--- src/rtl/mcycle_unit_pkg.sv ---
// Shared constants for the multi-cycle multiply/divide engine: the op select
// encodings and the controller state encoding.
package mcycle_unit_pkg;

  localparam logic MCYCLE_MUL = 1'b0;
  localparam logic MCYCLE_DIV = 1'b1;

  typedef enum logic [1:0] {
    S_IDLE      = 2'd0,
    S_COMPUTING = 2'd1,
    S_DONE      = 2'd2
  } state_t;

endpackage

--- src/rtl/mcycle_unit.sv ---
// Multi-cycle unsigned multiply (shift-add) / divide (restoring) engine.
// One iteration per cycle for WIDTH cycles; Busy stalls the pipeline meanwhile.
module mcycle_unit
  import mcycle_unit_pkg::*;
#(
  parameter int WIDTH = 32
) (
  input  logic             CLK,
  input  logic             RESET,
  input  logic             Start,
  input  logic             MCycleOp,
  input  logic [WIDTH-1:0] Operand1,
  input  logic [WIDTH-1:0] Operand2,
  output logic [WIDTH-1:0] Result1,
  output logic [WIDTH-1:0] Result2,
  output logic             Busy,
  output logic [1:0]       o_dbg_state
);

  localparam int CNT_W = $clog2(WIDTH);

  state_t             r_state;
  state_t             w_state_next;
  logic [CNT_W-1:0]   r_count;
  logic               r_op;
  logic [WIDTH-1:0]   r_opnd;
  logic [2*WIDTH:0]   r_acc;
  logic [WIDTH-1:0]   r_result1;
  logic [WIDTH-1:0]   r_result2;

  logic               w_last;
  logic [WIDTH:0]     w_mul_sum;
  logic [2*WIDTH:0]   w_mul_pre;
  logic [2*WIDTH:0]   w_mul_next;
  logic [2*WIDTH:0]   w_div_sh;
  logic [WIDTH+1:0]   w_div_diff;
  logic [2*WIDTH:0]   w_div_next;
  logic [2*WIDTH:0]   w_acc_next;

  assign w_last = (r_count == CNT_W'(WIDTH - 1));

  // r_opnd holds the multiplicand for multiply and the divisor for divide;
  // the other operand starts in the low half of the working register.
  always_comb begin
    w_mul_sum  = {1'b0, r_acc[2*WIDTH-1:WIDTH]} + {1'b0, r_opnd};
    w_mul_pre  = r_acc[0] ? {w_mul_sum, r_acc[WIDTH-1:0]} : {1'b0, r_acc[2*WIDTH-1:0]};
    w_mul_next = w_mul_pre >> 1;

    w_div_sh   = {r_acc[2*WIDTH-1:0], 1'b0};
    w_div_diff = {1'b0, w_div_sh[2*WIDTH:WIDTH]} - {2'b00, r_opnd};
    if (!w_div_diff[WIDTH+1])
      w_div_next = {w_div_diff[WIDTH:0], w_div_sh[WIDTH-1:1], 1'b1};
    else
      w_div_next = w_div_sh;

    w_acc_next = (r_op == MCYCLE_DIV) ? w_div_next : w_mul_next;
  end

  always_comb begin
    w_state_next = r_state;
    case (r_state)
      S_IDLE:      if (Start) w_state_next = S_COMPUTING;
      S_COMPUTING: if (w_last) w_state_next = S_DONE;
      S_DONE:      w_state_next = S_IDLE;
      default:     w_state_next = S_IDLE;
    endcase
  end

  always_ff @(posedge CLK) begin
    if (RESET) begin
      r_state   <= S_IDLE;
      r_count   <= '0;
      r_op      <= MCYCLE_MUL;
      r_opnd    <= '0;
      r_acc     <= '0;
      r_result1 <= '0;
      r_result2 <= '0;
    end else begin
      r_state <= w_state_next;
      case (r_state)
        S_IDLE: begin
          if (Start) begin
            r_op    <= MCycleOp;
            r_opnd  <= (MCycleOp == MCYCLE_DIV) ? Operand2 : Operand1;
            r_acc   <= {1'b0, {WIDTH{1'b0}},
                        ((MCycleOp == MCYCLE_DIV) ? Operand1 : Operand2)};
            r_count <= '0;
          end
        end
        S_COMPUTING: begin
          r_acc   <= w_acc_next;
          r_count <= r_count + 1'b1;
          if (w_last) begin
            r_result1 <= w_acc_next[WIDTH-1:0];
            r_result2 <= w_acc_next[2*WIDTH-1:WIDTH];
          end
        end
        default: ;
      endcase
    end
  end

  assign Busy        = ~RESET & (((r_state == S_IDLE) & Start) | (r_state == S_COMPUTING));
  assign Result1     = r_result1;
  assign Result2     = r_result2;
  assign o_dbg_state = r_state;

endmodule

--- config.mk ---
export PLATFORM = sky130hd
export DESIGN_NAME = mcycle_unit
export DESIGN_NICKNAME = d
export VERILOG_FILES = /design/src/rtl/mcycle_unit_pkg.sv /design/src/rtl/mcycle_unit.sv
export SDC_FILE = /design/constraint.sdc
export NUM_CORES = 1
export LEC_CHECK = 0
export BUFFER_PORTS_ARGS = -buffer_cell sky130_fd_sc_hd__buf_2
export CAP_MARGIN = 40
export CELL_PAD_IN_SITES_DETAIL_PLACEMENT = 1
export CELL_PAD_IN_SITES_GLOBAL_PLACEMENT = 1
export CORE_ASPECT_RATIO = 1.25
export CORE_MARGIN = 3
export CORE_UTILIZATION = 44
export CTS_CLUSTER_DIAMETER = 200
export DETAILED_ROUTE_END_ITERATION = 12
export HOLD_SLACK_MARGIN = 0.03
export PLACE_DENSITY = 0.81
export SYNTH_ARGS = -nofsm -noshare
export SYNTH_HDL_FRONTEND = slang
export SYNTH_SLANG_ARGS = --single-unit
--- constraint.sdc ---
create_clock -name CLK -period 3.82 [get_ports CLK]
set_clock_uncertainty 0.2 [all_clocks]
set_input_delay 0.382 -clock CLK [delete_from_list [all_inputs] [get_ports CLK]]
set_output_delay 0.382 -clock CLK [all_outputs]
set_load 0.05 [all_outputs]
== Word-level counts from Yosys, hierarchy flattened ==
Cells that the tools add are included.
Word-level totals
  memory bits (read-only): 0
  memories: 0
  latch bits: 0
  bits in registers: 168
  RAM bits: 0
Cells by class
  shift-type cells: 0
  order comparisons: 0
  mux-type cells: 12
  equality and inequality tests: 4
  reductions and logical operators: 6
  add/sub/neg operators: 3
  $mul: 0
  bitwise gates (word level): 4
  divide/modulo/power cells: 0
Operator list (number)
  two-way mux 64 bit: 3
  one-hot mux 64 bit (2 select lines): 1
  two-way mux 65 bit: 1
  two-way mux 32 bit: 2
  subtractor 33 x 32 -> 34 bit: 1
  adder 32 x 32 -> 33 bit: 1
  one-hot mux 5 bit (2 select lines): 1
  AND reduction 2 bit: 4
  adder 5 x 1 -> 5 bit (second input constant): 1
  equality test 5 bit (second input constant): 1
  two-way mux 5 bit: 1
  two-way mux 2 bit: 2
  != test 2 bit (second input constant): 2
  one-hot mux 2 bit (2 select lines): 1
  AND 1 bit: 2
  equality test 2 x 1 -> 1 bit (second input constant): 1
  logical NOT 2 bit: 1
  nonzero test 2 bit: 1
  inverter 1 bit: 1
  bitwise OR 1 bit: 1

== Depth between registers and ports, before layout ==
Gate-level depths: netlist of run 1.
  depth after elaboration: 4
  depth in mapped cells: 14

== Worst setup path before layout of run 1 ==
No wires, ideal clock.
  path kind: register -> register
  start point: register r_opnd[20]
  end point: register r_result2[19], in the netlist Result2[19]
  setup slack: 813 ps
  cell stages (with the launch flop): 14
  period minus slack after synthesis: 3007 ps
  library setup time: 116 ps
  required time: 3504 ps
  arrival time: 2692 ps
  path through: dfxtp_1 inv_1 ha_1 a21oi_2 o211ai_2 or3b_1 a221oi_2 o211ai_2 o21a_1 buf_6 buf_6 mux2i_1 o22ai_1 a31o_1
Between the ends
  longest elaborated chain between the ends: 3
RTL lines
  from (decl): line mcycle_unit.sv:26  | logic [WIDTH-1:0] r_opnd;
  from (signal assigned): line mcycle_unit.sv:84  | r_opnd <= (MCycleOp == MCYCLE_DIV) ? Operand2 : Operand1;
  subtractor 33 x 32 -> 34 bit or adder 32 x 32 -> 33 bit (tied branches): line mcycle_unit.sv:50, mcycle_unit.sv:45
  two-way mux 64 bit or two-way mux 65 bit (tied branches): line mcycle_unit.sv:51, mcycle_unit.sv:46
  two-way mux 64 bit *: line mcycle_unit.sv:56  | w_acc_next = (r_op == MCYCLE_DIV) ? w_div_next : w_mul_next;
  to (signal assigned): line mcycle_unit.sv:95  | r_result2 <= w_acc_next[2*WIDTH-1:WIDTH];
  to (decl): line mcycle_unit.sv:29  | logic [WIDTH-1:0] r_result2;
Every way passes the cells marked *; elsewhere a longest branch is shown, timed or not.
A chain may end at the register's enable or synchronous reset.

== Worst setup path in the final report of run 1 ==
  start point: register r_opnd[19]
  end point: register r_acc[34]
Between the ends
  longest elaborated chain between the ends: 4
RTL lines
  subtractor 33 x 32 -> 34 bit: line mcycle_unit.sv:50  | w_div_diff = {1'b0, w_div_sh[2*WIDTH:WIDTH]} - {2'b00, r_opnd};
  two-way mux 64 bit: line mcycle_unit.sv:51  | if (!w_div_diff[WIDTH+1])
  two-way mux 64 bit: line mcycle_unit.sv:56
  one-hot mux 64 bit (2 select lines): line mcycle_unit.sv:80  | case (r_state)
  to (signal assigned): line mcycle_unit.sv:85  | r_acc <= {1'b0, {WIDTH{1'b0}},
  to (signal assigned): line mcycle_unit.sv:91  | r_acc <= w_acc_next;
  to (decl): line mcycle_unit.sv:27  | logic [2*WIDTH:0] r_acc;
No other way between the ends.

==> results.md, run 1 <==
* Area Growth Syn to Fin at 14.14%
* Slew headroom at 0.3746
* Complex-gate fraction of the synthesized area at 0.2872
* Total Power at 4.947 mW
* Post-synth EDFFs at 0
* Via density at 6.253
* Seq/Total Area, Yosys at 0.2991
* Fillers at 3081
* Hold Path Class: in2reg
* # clock sinks at 168
* Primary FF master, synth: dfxtp_1
* Clk root buf: clkbuf_16
* Fin cells at 1819
* #FFs+latches synth at 168
* Final Hold Violating Endpoints at 0
* Simple-Gate Fraction of Synth Area at 0.1465
* Clk pin slew, worst setup/hold paths at 70 ps
* Clock Power Share at 0.347
* Seq pwr share at 0.390
* Die Width at 149.0 µm
* Worst-skew pair later-pin latency at 440 ps
* Pre-CTS setup slack at 191.4 ps
* Post-synthesis adder-cell area fraction at 0.07699
* Tcrit/Tclk final at 0.9443
* Htree depth at 4
* Drt drc at 0
* Final Max Slew Viols at 0
* Largest net degree at the start of global routing at 80
* Core area at between 20000 and 25000 µm²
* Ant. Diodes at 0
* Hold path start: Operand1[2]
* Reg2reg start: r_opnd[19]$_SDFFE_PP0P_
* Crit path required time at 4000 ps
* Crit path arrival time at 3790 ps
* Ys Warns at 0
* Synth top area cells: dfxtp_1 30%, mux2i_1 9.7%, a211oi_1 8.5%
* Unrepaired setup endpoints after global routing: no
* Comb power frac at 0.263
* GRT Total Usage at 0.2958
* Vias in the first global route at 12020
* Register area at about 3400 µm²
* DRT iter0 DRCs at 687
* P_sw at 1.694 mW
* Leading cell type by number of instances after synthesis: dfxtp_1
* GR Overflow Total at 0
* Initial antenna violation count at 0
* CTS tree: yes
* Die H at 184.7 µm
* Tmin final at 3607 ps
* Cell-internal power at 3.253 mW
* Max-cap violations at 0
* Full die area at 27520 µm²
* Peak VDD IR at 0.3469 mV
* Buffers on Ports at about 130
* CP Launch Type: register
* Core Util, Final at 0.5171
* # setup viols final at 0
* Slew @ Worst Pin at 938.1 ps
* Post-Synth XOR/XNOR Area at 0.03972
* Fin Hold WS at 100.3 ps
* CTS buffer count at 17
* Area after DPL at 12250 µm²
* Synthesized cell area at 11250 µm²
* Sw Ratio at 0.3424
* Detailed Place HPWL at between 20000 and 30000 µm
* Post-route setup slack at 212.6 ps
* Routed len/inst at around 22 µm
* CTS Buffer Depth at 2
* CTS Hold Bufs at 0
* Yosys cell types at 71
* Final instance area at about 13000 µm²
* Largest fanout on the critical path at 29
* Mux contribution to synthesized area at 0.09802
* Post-CTS Repair Setup Buffers at 0
* Footprint of the multi-input gates at 7323 µm²
* Vias at 11370
* Pre-antenna DRT Iters at 5
* Ports at 135
* Antenna-violating nets left at 0
* Post-placement cell count at 1787
* Ranking of synthesized cells by instance count: 168 x dfxtp_1, 157 x nor2_1, 128 x a211oi_1
* Fin Setup TNS at 0 ps
* Crit path launch: r_opnd[19]$_SDFFE_PP0P_
* # nets final at 1612
* Largest family of logic cells by synthesized area: compound AO/OA/AOI/OAI gates
* Initial Util at 0.4530
* Outcome: completed
* Mapped Cells at about 1400
* CP Class: reg2reg
* Top-area cell type share of the netlist area at 0.2991
* First-pass GRT wire length at 64810 µm
* Pwr Density at ~390 nW/µm²
* Syn_area_per_cell at 8.085 µm²
* Layout cell share with drive strength beyond 1 at 0.1525
* Gpl congestion at 0.9390
* Max Freq at 277.2 MHz
* Critical Path Sink Type: register
* Post-synth top area cell: dfxtp_1
* Syn nets at 1527
* Post-synth ARST share at 0
* Row count at 64
* Static leakage at 5.463 nW
* WL final at 40840 µm
==> kinds of logic after synthesis <==
group | count (synthesis)
simple gates | 373
buf+inv | 150
xor+xnor | 51
compound gates | 471
fa+ha+maj | 68
mux | 110
flops | 168
==> flip-flops by register name, summed over array words and instances, names as in the netlist <==
register	flops
Result1	32
Result2	32
o_dbg_state	2
r_acc	64
r_count	5
r_op	1
r_opnd	32
==> critical path, cell delays in order (launching register included) <==
cell	delay [ps]
dfxtp_1	380
inv_1	70
ha_1	430
nand4_1	240
or2_1	350
nor4_2	270
nand2_1	100
o211ai_2	260
o21ai_2	90
buf_6	210
o311ai_0	710
a22o_1	230
==> layout make-up <==
cell class                 count  share of cell area
clock buffer                  20             0.03558
clock inverter                12            0.008870
inverter                      45             0.01316
multi-input combinational   1073              0.5705
sequential                   168              0.2623
tap                          330             0.03217
timing repair buffer         171             0.07740
==> timing repair <==
item	4_1_cts	5_1_grt
hold endpoints to repair	0	0
setup endpoints to repair	0	12
resized for setup	0	4
==> layer usage <==
metal / track usage / share of wire / up-vias
met5: 0 / 0 / -
met3: 0.05829 / 0.060 / 99
met1: 0.3651 / 0.42 / 5577
met2: 0.5050 / 0.48 / 358
li1: - / - / 5340
met4: 0.1201 / 0.038 / 0
==> final timing paths <==
path	to	slack, ps	cells past startpoint
worst max-delay path	r_acc[34]$_SDFFE_PP0P_	210	11
worst min-delay path	r_opnd[2]$_SDFFE_PP0P_	100	3
worst max register to register	r_acc[34]$_SDFFE_PP0P_	210	11
worst min register to register	Result2[7]$_SDFFE_PP0P_	270	2
==> cell usage in the layout (no fill, tap or decap), types with 30 or more instances in the layout <==
master / n
dfxtp_1: 167
nor2_1: 157
buf_2: 132
a211oi_1: 127
mux2i_1: 109
nand2_1: 104
a21oi_1: 95
ha_1: 66
o21ai_0: 54
inv_1: 43
buf_4: 34
xnor2_1: 30
==> power by group through the flow <==
stage / Combinational [mW] / Sequential [mW] / Clock (mW)
6_report: 1.30 / 1.93 / 1.72
5_1_grt: 1.42 / 1.93 / 1.83
4_1_cts: 1.28 / 1.92 / 1.74
3_5_place_dp: 1.27 / 1.96 / 0
3_3_place_gp: 1.22 / 1.96 / 0
2_1_floorplan: 0.915 / 1.92 / 0
(Power assumes the default switching activity.)
==> run 2: changes to the inputs <==
CELL_PAD_IN_SITES_DETAIL_PLACEMENT = default   (was 1)
CELL_PAD_IN_SITES_GLOBAL_PLACEMENT = default   (was 1)
PLACE_DENSITY = 0.63   (was 0.81)
RECOVER_POWER = 25   (was default)
==> results.md, run 2 (synthesis gave the netlist of run 1 again) <==
* Outcome: completed (unchanged)
* Cell-internal power at 3.243 mW (was 3.253 mW)
* Largest fanout on the critical path at 9 (was 29)
* P_sw at 1.627 mW (was 1.694 mW)
* Die H at 184.7 µm (unchanged)
* CTS Hold Bufs at 0 (unchanged)
* Via density at 5.975 (was 6.253)
* GR Overflow Total at 0 (unchanged)
* Gpl congestion at 0.9137 (was 0.9390)
* Post-CTS Repair Setup Buffers at 0 (unchanged)
* Tcrit/Tclk final at 0.9518 (was 0.9443)
* Seq pwr share at 0.396 (was 0.390)
* Most frequent cells in the layout: 167 x dfxtp_1, 157 x nor2_1, 128 x a211oi_1 (was 167 x dfxtp_1, 157 x nor2_1, 132 x buf_2)
* Core Util, Final at 0.5134 (was 0.5171)
* Peak VDD IR at 0.3168 mV (was 0.3469 mV)
* Pre-antenna DRT Iters at 5 (unchanged)
* GRT Total Usage at 0.2604 (was 0.2958)
* WL final at 36460 µm (was 40840 µm)
* Die Width at 149.0 µm (unchanged)
* # setup viols final at 0 (unchanged)
* Tmin final at 3636 ps (was 3607 ps)
* CTS Buffer Depth at 2 (unchanged)
* Final Max Slew Viols at 0 (unchanged)
* Max-cap violations at 0 (unchanged)
* Clock Power Share at 0.347 (about the same)
* Area Growth Syn to Fin at 13.33% (was 14.14%)
* Critical Path Sink Type: register (unchanged)
* Buffers on Ports at 134 (unchanged)
* CTS tree: yes (unchanged)
* CP Class: reg2reg (unchanged)
* Largest net degree at the start of global routing at 80 (unchanged)
* # clock sinks at 168 (unchanged)
* CTS buffer count at 17 (unchanged)
* Fin Hold WS at 87.42 ps (was 100.3 ps)
* Slew headroom at 0.3952 (was 0.3746)
* Initial Util at 0.4530 (unchanged)
* Final Hold Violating Endpoints at 0 (unchanged)
* Core area at 24820 µm² (unchanged)
* Routed len/inst at 20.09 µm (was 22.45 µm)
* Sw Ratio at 0.3341 (was 0.3424)
* Ports at 135 (unchanged)
* Clk pin slew, worst setup/hold paths at 70 ps (about the same)
* Max reg flops at 64 (unchanged)
* Top reg by flops: r_acc (unchanged)
* Htree depth at 4 (unchanged)
* Detailed Place HPWL at 26780 µm (was 29990 µm)
* Crit path arrival time at 3730 ps (was 3790 ps)
* Layout cell share with drive strength beyond 1 at 0.1098 (was 0.1525)
* Max Freq at 275.0 MHz (was 277.2 MHz)
* Static leakage at 5.170 nW (was 5.463 nW)
* Crit path required time at 3910 ps (was 4000 ps)
* Hold Path Class: in2reg (unchanged)
* Clk root buf: clkbuf_16 (unchanged)
* Antenna-violating nets left at 0 (unchanged)
* Row count at 64 (unchanged)
* Vias at 10840 (was 11370)
* Comb power frac at 0.257 (was 0.263)
* Pwr Density at 382.1 nW/µm² (was 385.4 nW/µm²)
* # nets final at 1609 (was 1612)
* Worst-skew pair later-pin latency at 440 ps (about the same)
* First-pass GRT wire length at 57020 µm (was 64810 µm)
* CP Launch Type: register (unchanged)
* Fin Setup TNS at 0 ps (unchanged)
* Fillers at 2489 (was 3081)
* Most common cell after layout, fill and taps aside: dfxtp_1 (unchanged)
* Unrepaired setup endpoints after global routing: no (unchanged)
* Vias in the first global route at 10540 (was 12020)
* DRT iter0 DRCs at 718 (was 687)
* Ant. Diodes at 0 (unchanged)
* Drt drc at 0 (unchanged)
* Full die area at 27520 µm² (unchanged)
* Slew @ Worst Pin at 907.2 ps (was 938.1 ps)
* Initial antenna violation count at 0 (unchanged)
==> run 2: changes by cell type in the layout (fill, tap and decap cells not counted), sizes merged <==
cell      previous run  this run
inv                 48        46
clkinv               7         3
clkinvlp             1         5
clkbuf              20        79
buf                171       110
==> run 2: repair_timing <==
| action | CTS | global route |
|---|---|---|
| hold endpoints to repair | 0 | 0 |
| gates resized for setup | 0 | 4 |
| endpoints found under the setup margin | 0 | 5 |
==> run 2: layout make-up <==
class | count | area, µm² | share of cell area
tap | 330 | 412.9 | 0.03240
sequential | 168 | 3367 | 0.2642
timing repair buffer | 168 | 907.1 | 0.07118
multi-input combinational | 1073 | 7333 | 0.5754
inverter | 45 | 168.9 | 0.01325
clock inverter | 10 | 95.09 | 0.007461
clock buffer | 21 | 460.4 | 0.03613
==> run 2: layer usage <==
layer | global-route usage | wire length [µm]
met1 | 0.3338 | 16020
met2 | 0.4329 | 17000
met3 | 0.05214 | 2153
met4 | 0.09597 | 1227
met5 | 0.01250 | 55
==> run 2: worst max-delay path, stage by stage, from the launching register on <==
cell and delay, ps:
dfxtp_1 400, inv_1 80, ha_1 410, nand4_1 220, or2_1 330, nor4_2 260
nand2_1 140, o211ai_4 310, o21a_1 250, buf_4 230, mux2_1 350, a21oi_1 230
a21oi_1 90
==> run 2: final timing paths <==
check	endpoint	depth (start not counted)	start	slack, ps
worst min register to register	r_count[3]$_SDFFE_PP0P_	1	r_count[3]$_SDFFE_PP0P_	270
worst max register to register	Result2[18]$_SDFFE_PP0P_	12	r_opnd[19]$_SDFFE_PP0P_	180
worst max-delay path	Result2[18]$_SDFFE_PP0P_	12	r_opnd[19]$_SDFFE_PP0P_	180
worst min-delay path	r_opnd[2]$_SDFFE_PP0P_	3	Operand1[2]	90
==> run 2: metrics by stage <==
| stage | power, mW | instance area, µm² | std cells | setup slack, ps |
|---|---|---|---|---|
| 2_1_floorplan | 2.837 | 11250 | 1391 | 812.7 |
| 3_3_place_gp | 3.174 | 12180 | 1781 | 216.2 |
| 3_5_place_dp | 3.187 | 12240 | 1784 | 206.1 |
| 4_1_cts | 4.865 | 12790 | 1815 | 169.2 |
| 5_1_grt | 5.087 | 12740 | 1815 | 2.511 |
| 6_report | 4.870 | 12740 | 1815 | 184.0 |
==> run 2: power by group through the flow <==
stage	registers [mW]	logic, mW	clock network (mW)
finish	1.93	1.25	1.69
global route	1.94	1.38	1.78
CTS	1.92	1.23	1.71
detailed placement	1.96	1.22	0
global placement	1.96	1.21	0
floorplan	1.92	0.915	0
==> run 3: changes to the inputs <==
CORE_UTILIZATION = 45   (was 44)
CTS_BUF_LIST = sky130_fd_sc_hd__clkbuf_8   (was default)
PLACE_DENSITY = 0.64   (was 0.63)
==> results.md, run 3 (synthesis gave the netlist of run 1 again) <==
* Vias in the first global route at 10400 (was 10540)
* Largest stage delay on the critical path at 410 ps (about the same)
* Initial antenna violation count at 0 (unchanged)
* Reg2reg end: r_acc[63]$_SDFFE_PP0P_ (was Result2[18]$_SDFFE_PP0P_)
* Buffers on Ports at 134 (unchanged)
* Max Freq at 279.8 MHz (was 275.0 MHz)
* Clk pin slew, worst setup/hold paths at 90 ps (was 70 ps)
* Fin Setup TNS at 0 ps (unchanged)
* Core area at 24500 µm² (was 24820 µm²)
* # setup viols final at 0 (unchanged)
* Min-Delay Path Depth at 3 (unchanged)
* Clk root buf: clkbuf_8 (was clkbuf_16)
* Top reg by flops: r_acc (unchanged)
* Worst Hold End: r_opnd[27]$_SDFFE_PP0P_ (was r_opnd[2]$_SDFFE_PP0P_)
* Reg2Reg Depth at 12 (unchanged)
* Clock Power Share at 0.314 (was 0.347)
* Hold Path Class: in2reg (unchanged)
* Worst R2R Setup Slack at 250 ps (was 180 ps)
* Ant. Diodes at 0 (unchanged)
* # nets final at 1619 (was 1609)
* Row count at 64 (unchanged)
* Fin Hold WS at 72.94 ps (was 87.42 ps)
* Outcome: completed (unchanged)
* Via density at 6.025 (was 5.975)
* Cell-internal power at 3.023 mW (was 3.243 mW)
* Final Max Slew Viols at 0 (unchanged)
* Most frequent cells in the layout: 167 x dfxtp_1, 157 x nor2_1, 128 x a211oi_1 (unchanged)
* Die H at 182.7 µm (was 184.7 µm)
* Worst-skew pair later-pin latency at 480 ps (was 440 ps)
* Worst path slowest cell: ha_1 (unchanged)
* Max reg flops at 64 (unchanged)
* Drt drc at 0 (unchanged)
* # clock sinks at 168 (unchanged)
* WL final at 35840 µm (was 36460 µm)
* Final Hold Violating Endpoints at 0 (unchanged)
* Reg2reg start: r_opnd[22]$_SDFFE_PP0P_ (was r_opnd[19]$_SDFFE_PP0P_)
* Crit path required time at 3940 ps (was 3910 ps)
* Peak VDD IR at 0.3266 mV (was 0.3168 mV)
* CTS buffer count at 17 (unchanged)
* Cell Chain, Critical Path: inv_1, ha_1, nand4_1, or2_1, nor4_2, nand2_1, o211ai_2, o21a_1, buf_4, o22ai_1, a31oi_1, o21ai_0 (was inv_1, ha_1, nand4_1, or2_1, nor4_2, nand2_1, o211ai_4, o21a_1, buf_4, mux2_1, a21oi_1, a21oi_1)
* Gpl congestion at 0.9806 (was 0.9137)
* Ports at 135 (unchanged)
* Area Growth Syn to Fin at 12.56% (was 13.33%)
* Comb power frac at 0.270 (was 0.257)
* Metal3 WL at 2100 µm (was 2153 µm)
* Static leakage at 5.177 nW (was 5.170 nW)
* Top Metal Used: met4 (was met5)
* Sw Ratio at 0.3447 (was 0.3341)
* Critical Path Sink Type: register (unchanged)
* Initial Util at 0.4589 (was 0.4530)
* Die Width at 147.4 µm (was 149.0 µm)
* Largest net degree at the start of global routing at 67 (was 80)
* WL met2 at 17120 µm (was 17000 µm)
* Layout cell share with drive strength beyond 1 at 0.1130 (was 0.1098)
* Tmin final at 3573 ps (was 3636 ps)
* Max-cap violations at 0 (unchanged)
* Detailed Place HPWL at 26230 µm (was 26780 µm)
* GR Overflow Total at 0 (unchanged)
* Routed len/inst at 19.63 µm (was 20.09 µm)
* Seq pwr share at 0.416 (was 0.396)
* Slew headroom at 0.3885 (was 0.3952)
* CTS tree: yes (unchanged)
* Unrepaired setup endpoints after global routing: no (unchanged)
* Pwr Density at 364.5 nW/µm² (was 382.1 nW/µm²)
* CP Launch Type: register (unchanged)
* Tcrit/Tclk final at 0.9354 (was 0.9518)
* Crit path arrival time at 3700 ps (was 3730 ps)
* CP Class: reg2reg (unchanged)
* Pre-antenna DRT Iters at 5 (unchanged)
* Pre-CTS setup slack at 323.6 ps (was 206.1 ps)
* GRT Total Usage at 0.2599 (was 0.2604)
* DRT iter0 DRCs at 749 (was 718)
* Full die area at 26940 µm² (was 27520 µm²)
* Post-route setup slack at 246.6 ps (was 184.0 ps)
* First-pass GRT wire length at 56200 µm (was 57020 µm)
* Core Util, Final at 0.5166 (was 0.5134)
* Htree depth at 4 (unchanged)
* P_sw at 1.590 mW (was 1.627 mW)
* Vias at 11000 (was 10840)
* CTS Buffer Depth at 2 (unchanged)
* Most common cell after layout, fill and taps aside: dfxtp_1 (unchanged)
* Hold path start: Operand2[27] (was Operand1[2])
* Largest fanout on the critical path at 9 (unchanged)
* DRT met1 WL at 15530 µm (was 16020 µm)
* Slew @ Worst Pin at 915.0 ps (was 907.2 ps)
* Antenna-violating nets left at 0 (unchanged)
==> run 3: cell count changes in the layout (fill, tap and decap cells not counted), moves of 2 or more <==
cell	change
buf_4	+9
clkbuf_8	+18
dlygate4sd3_1	+5
inv_6	+2
clkinv_4	+2
clkbuf_16	-17
clkbuf_1	-2
buf_12	-2
bufinv_16	+2
clkinvlp_4	-5
==> run 3: power by group through the flow <==
| stage | Sequential [mW] | Clock (mW) | Combinational (mW) |
|---|---|---|---|
| after global placement | 1.95 | 0 | 1.21 |
| final | 1.92 | 1.45 | 1.25 |
| after floorplan | 1.92 | 0 | 0.915 |
| after detailed placement | 1.96 | 0 | 1.22 |
| after global routing | 1.93 | 1.54 | 1.37 |
| after CTS | 1.91 | 1.49 | 1.23 |
==> run 3: per-layer routing <==
layer  GRT usage  vias up
li1            -     5337
met1      0.3413     5234
met2      0.4339      366
met3     0.04251       65
met4     0.09288        0
met5           0        -
==> run 3: per-stage QoR <==
stage	area (µm²)	total power [mW]	cells
after floorplan	11250	2.837	1391
final	12660	4.614	1826
after detailed placement	12240	3.179	1789
after global routing	12660	4.830	1826
after global placement	12220	3.165	1788
after CTS	12730	4.633	1826
==> run 3: final cells by class <==
type                    count  area [µm²]
inverters                  45       168.9
repair buffers            178       958.4
flip-flops and latches    168        3367
clock buffers              20       275.3
multi-input cells        1073        7313
fillers                  2431       11850
well taps                 330       412.9
clock inverters            12       162.7
==> run 3: critical path: cells and delay by family (launching register included) <==
family	cells	cell delay, ps
AO/OA/AOI/OAI	5	1210
AND/OR/NAND/NOR	4	890
adder cells (fa/ha/maj)	1	410
flip-flops	1	400
buffers and inverters	2	310
==> run 3: repair_timing <==
| item | in CTS | in global routing |
|---|---|---|
| setup buffers | 0 | 0 |
| endpoints found under the hold margin | 6 | 0 |
| hold buffers | 5 | 0 |
| gates resized for setup | 0 | 0 |
==> run 3: worst max-delay path by stage <==
stage | startpoint | to | slack (ps) | depth (start not counted)
after global routing | r_opnd[18]$_SDFFE_PP0P_ | r_acc[39]$_SDFFE_PP0P_ | 40 | 12
final | r_opnd[22]$_SDFFE_PP0P_ | r_acc[63]$_SDFFE_PP0P_ | 250 | 12
after detailed placement | r_opnd[20]$_SDFFE_PP0P_ | Result2[7]$_SDFFE_PP0P_ | 320 | 12
after global placement | r_opnd[22]$_SDFFE_PP0P_ | Result2[22]$_SDFFE_PP0P_ | 380 | 12
after floorplan | r_opnd[20]$_SDFFE_PP0P_ | Result2[19]$_SDFFE_PP0P_ | 810 | 13
after CTS | r_opnd[20]$_SDFFE_PP0P_ | Result2[7]$_SDFFE_PP0P_ | 300 | 12
